[src/rtl/fdiv_wb_queue.sv]
// Writeback FIFO and issue-credit tracker behind the pipelined fdiv unit.
// Buffers tagged quotients for the register-file write port and keeps issue from overflowing the queue or creating WAW hazards.
module fdiv_wb_queue #(
    parameter int DEPTH  = 8,
    parameter int NSTAGE = 4
) (
    input  logic                     clk,
    input  logic                     rstn,
    input  logic                     iss_en,
    input  logic [4:0]               iss_rd,
    output logic                     iss_ok,
    input  logic                     in_flag,
    input  logic [4:0]               in_addr,
    input  logic [31:0]              in_data,
    output logic                     wb_valid,
    output logic [4:0]               wb_addr,
    output logic [31:0]              wb_data,
    input  logic                     wb_ready,
    output logic [31:0]              pend,
    output logic [$clog2(DEPTH):0]   cnt,
    output logic                     err
);

    localparam int AW = $clog2(DEPTH);
    localparam int CW = AW + 1;
    localparam logic [CW-1:0] FULL = CW'(DEPTH);

    // The credit scheme only guarantees no overflow if every in-flight divide has a slot.
    if (DEPTH < NSTAGE + 1) begin : g_depth_check
        $error("fdiv_wb_queue: DEPTH must be at least NSTAGE+1");
    end

    logic [36:0]   mem_q [DEPTH];
    logic [AW-1:0] head_q, head_d;
    logic [AW-1:0] tail_q, tail_d;
    logic [CW-1:0] occ_q, occ_d;
    logic [CW-1:0] cnt_q, cnt_d;
    logic [31:0]   pend_q, pend_d;
    logic          err_q, err_d;

    logic issAccept;
    logic doPop;
    logic doPush;
    logic cntDec;

    assign wb_valid  = (occ_q != '0);
    assign wb_addr   = wb_valid ? mem_q[head_q][36:32] : 5'd0;
    assign wb_data   = wb_valid ? mem_q[head_q][31:0]  : 32'd0;
    assign iss_ok    = (cnt_q < FULL) && !pend_q[iss_rd];
    assign issAccept = iss_en && iss_ok;
    assign doPop     = wb_valid && wb_ready;
    assign doPush    = in_flag && ((occ_q != FULL) || doPop);
    // Stray results after a reset can be popped with nothing outstanding; keep cnt from wrapping.
    assign cntDec    = doPop && (cnt_q != '0);

    assign pend = pend_q;
    assign cnt  = cnt_q;
    assign err  = err_q;

    always_comb begin
        pend_d = pend_q;
        if (doPop) begin
            pend_d[wb_addr] = 1'b0;
        end
        if (issAccept) begin
            pend_d[iss_rd] = 1'b1;
        end

        cnt_d = cnt_q;
        case ({issAccept, cntDec})
            2'b10:   cnt_d = cnt_q + 1'b1;
            2'b01:   cnt_d = cnt_q - 1'b1;
            default: cnt_d = cnt_q;
        endcase

        occ_d = occ_q;
        case ({doPush, doPop})
            2'b10:   occ_d = occ_q + 1'b1;
            2'b01:   occ_d = occ_q - 1'b1;
            default: occ_d = occ_q;
        endcase

        head_d = head_q + AW'(doPop);
        tail_d = tail_q + AW'(doPush);

        err_d = err_q
              | (iss_en && !iss_ok)
              | (in_flag && !doPush)
              | (in_flag && !pend_q[in_addr]);
    end

    always_ff @(posedge clk) begin
        if (!rstn) begin
            head_q <= '0;
            tail_q <= '0;
            occ_q  <= '0;
            cnt_q  <= '0;
            pend_q <= '0;
            err_q  <= 1'b0;
        end else begin
            head_q <= head_d;
            tail_q <= tail_d;
            occ_q  <= occ_d;
            cnt_q  <= cnt_d;
            pend_q <= pend_d;
            err_q  <= err_d;
        end
    end

    // Storage is deliberately left out of reset; occupancy alone decides what is valid.
    always_ff @(posedge clk) begin
        if (doPush) begin
            mem_q[tail_q] <= {in_addr, in_data};
        end
    end

endmodule

[config.mk]
export PLATFORM = sky130hd
export DESIGN_NAME = fdiv_wb_queue
export DESIGN_NICKNAME = d
export VERILOG_FILES = /design/src/rtl/fdiv_wb_queue.sv
export SDC_FILE = /design/constraint.sdc
export NUM_CORES = 1
export LEC_CHECK = 0
export ABC_AREA = 0
export CORE_MARGIN = 8
export CORE_UTILIZATION = 43
export DETAILED_ROUTE_END_ITERATION = 6
export SYNTH_ARGS = -nofsm -noshare
export SYNTH_HDL_FRONTEND = slang
export SYNTH_SLANG_ARGS = --single-unit
[constraint.sdc]
create_clock -name clk -period 9.3 [get_ports clk]
set_clock_uncertainty 0.15 [all_clocks]
set_input_delay 1.86 -clock clk [delete_from_list [all_inputs] [get_ports clk]]
set_output_delay 1.86 -clock clk [all_outputs]
set_load 0.01 [all_outputs]
==> results.ini <==
[global_routing]
gr-usage-all-layers=0.165
grt_pass1_vias=7999
globalRoute.totalOverflow=0
grt_first_pass_wirelength_microns=49200
initial_antenna_violation_count=0
grt_max_degree=58

[setup_path]
worstPathRequired_ns=7.29
timing.reg2reg.worst_path_depth=6
worstSetupPathType=in -> out
critPathArrivalTime_ns=4.66
crit_fanout=22
startpoint_type=input port
worst_setup_path_end_kind=output port

[sta]
layout_worst_path_cycle_share=0.717
timing_hold_violations_final=0
fmax_mhz=150
timing.setup.tns_ns=0
hold-worst-slack_ns=0.365
max_slew.worst_pin.slew_ns=1.03
fin_crit_ns=6.67
drv_slew=0
slew-limit-headroom=0.310
finalSetupViolCount=0
setup_repair_after_global_routing_missed_its_margin=no

[power]
power_frac_comb=0.246
net-switching-power_w=0.00115
power_density_mw_per_mm2=248
vdd_drop_max_uv=131
swShare=0.270
part_of_the_power_in_registers=0.425
internal-power_w=0.00310
power_leakage_nw=5.37
power.share.clock=0.330
design_power_total_w=0.00425

[floorplanning]
die-height_microns=198
initial_utilization=0.438
die_area_sq_mm=0.0392
fp.dieW_microns=198
row_count=66
ioPinCount=123
floorplan.core_area_sq_mm=0.0325

[run]
timing.max_cap.violations=0

[clocking]
postCtsSetupBuffers=0
holdBufCountCts=0
cts_resized=0
clock_tree.buffer_depth=3
ctsHtreeMaxLevel=2
clk-insertion-delay-late_ns=0.51
cts_tree=yes
clk_root_buffer_cell=clkbuf_16
cts_buffers=36
cts.reportedPaths.clkPinSlew_ns=0.06
numClockSinks=343

[detailed_routing]
dr_total_vias=7728
route.final.wire_length_microns=32500
drt_first_pass_iters=4
drcViolationCount=0
drtAntennaViolNets=0
initialDrtViolationCount=518
routedWlPerCell_microns=23.0
route.detailed.vias_per_inst=5.46

[placement]
placed_cells_incl_taps=1350
gp_routability_congestion=0.852
buffer_ports.inserted=122
detailedPlacementHpwl_microns=19700

[finish]
drive_gt1_frac=0.171
post_layout_nonfiller_instances=1415
area_delta_synth_final_pct=20.4
net_total_in_the_final_layout=1004

[yosys]
synth_edf_count=296
syn_nets=870
synth_cells=812
async_flop_share=0
yosys.cell_types.count=50
synth_largest_area_cell=edfxtp_1
post-synth-top-count-cell=edfxtp_1
dominantRegCellSynth=edfxtp_1
yosysWarnings=0
post_synth_instance_area_sq_mm=0.0142
yosys.area.top_type_share=0.624
synth_seq_cells=343
yosysSeqAreaShare=0.690
netlist_top_cells_area=edfxtp_1 (62%), mux4_2 (13%), dfxtp_1 (6.6%)
syn_avg_cell_area_sq_um=17.5
ys_top_cells_by_count=edfxtp_1 (296), mux4_2 (82), mux2i_1 (53)

[worst_hold_path]
hold_path_depth=2
worst_hold_check_path_type=reg -> reg

[run_status]
run_status=complete, no violations

-- logic make-up after synthesis --
logic type	after synthesis	share of synthesized area
muxes	138	0.169
DFF	343	0.690
and+or+nand+nor	159	0.0592
adders and majority gates	11	0.0102
buffers and inverters	49	0.0162
AOI/OAI and AO/OA	104	0.0497
xor gates and xnor gates	8	0.00492
-- metrics by stage --
stage / area [sq um] / utilization / setup slack, ns
finish: 17100 / 0.527 / 2.63
global placement: 16000 / 0.491 / 2.70
detailed placement: 16000 / 0.491 / 2.68
floorplan: 14200 / - / 2.99
CTS: 17100 / 0.527 / 2.66
global route: 17100 / 0.527 / 2.56
-- layout by cell type, fill, tap and decap left out, types with 5 or more instances in the layout --
| master | count |
|---|---|
| xor2_1 | 5 |
| dfxtp_1 | 44 |
| mux4_2 | 82 |
| buf_4 | 16 |
| clkdlybuf4s50_1 | 122 |
| edfxtp_1 | 296 |
| nor2_1 | 42 |
| or3_1 | 35 |
| a21boi_1 | 31 |
| o21ai_0 | 17 |
| mux2i_1 | 53 |
| and2_1 | 11 |
| clkinv_1 | 10 |
| o22ai_1 | 6 |
| nand2_1 | 18 |
| or2_1 | 9 |
| o21ai_1 | 25 |
| nor3_1 | 5 |
| clkbuf_16 | 37 |
| clkbuf_1 | 9 |
| nand2b_1 | 7 |
| inv_1 | 7 |
| ha_1 | 10 |
-- path summary, 6_finish.rpt --
path	start	to	slack (ns)
worst max-delay path	iss_rd[1]	iss_ok	2.63
worst min-delay path	pend[9]	pend[9]	0.36
worst max register to register	head_q[0]	pend[1]	5.65
worst min register to register	pend[9]	pend[9]	0.36
-- registers in the layout, summed over array words and instances, names as in the netlist --
signal,cells
mem_q,296
pend,32
cnt,4
occ_q,4
head_q,3
err,1
tail_q,3
-- metal layers --
layer / wire (microns) / global-route usage / vias to the layer above
met5: 0 / 0 / -
met1: 14400 / 0.224 / 3965
li1: - / - / 3511
met3: 1680 / 0.0273 / 49
met2: 15800 / 0.274 / 203
met4: 561 / 0.0415 / 0
-- power by group through the flow --
stage / combinational [W] / clock, W / sequential [W]
4_1_cts: 0.00107 / 0.00143 / 0.00181
6_report: 0.00104 / 0.00140 / 0.00180
5_1_grt: 0.00114 / 0.00148 / 0.00182
3_5_place_dp: 0.00107 / 0 / 0.00184
2_1_floorplan: 0.000625 / 0 / 0.00180
3_3_place_gp: 0.00107 / 0 / 0.00184
-- worst max-delay path: stages --
cell and delay, ns:
clkdlybuf4s50_1 1.14, mux4_2 0.42, a32o_1 0.29, a31oi_4 0.20, o21a_1 0.19, clkdlybuf4s50_1 0.54
-- area by class of cell --
class                           count  area (sq um)
Antenna cell                        1          2.50
Multi-Input combinational cell    420          4230
Sequential cell                   343          9840
Tap cell                          442           553
Clock inverter                     18           185
Inverter                            7          26.3
Timing Repair Buffer              138          1340
Clock buffer                       46           960
Fill cell                        2631         15400
Power figures use the tool's default switching activity.
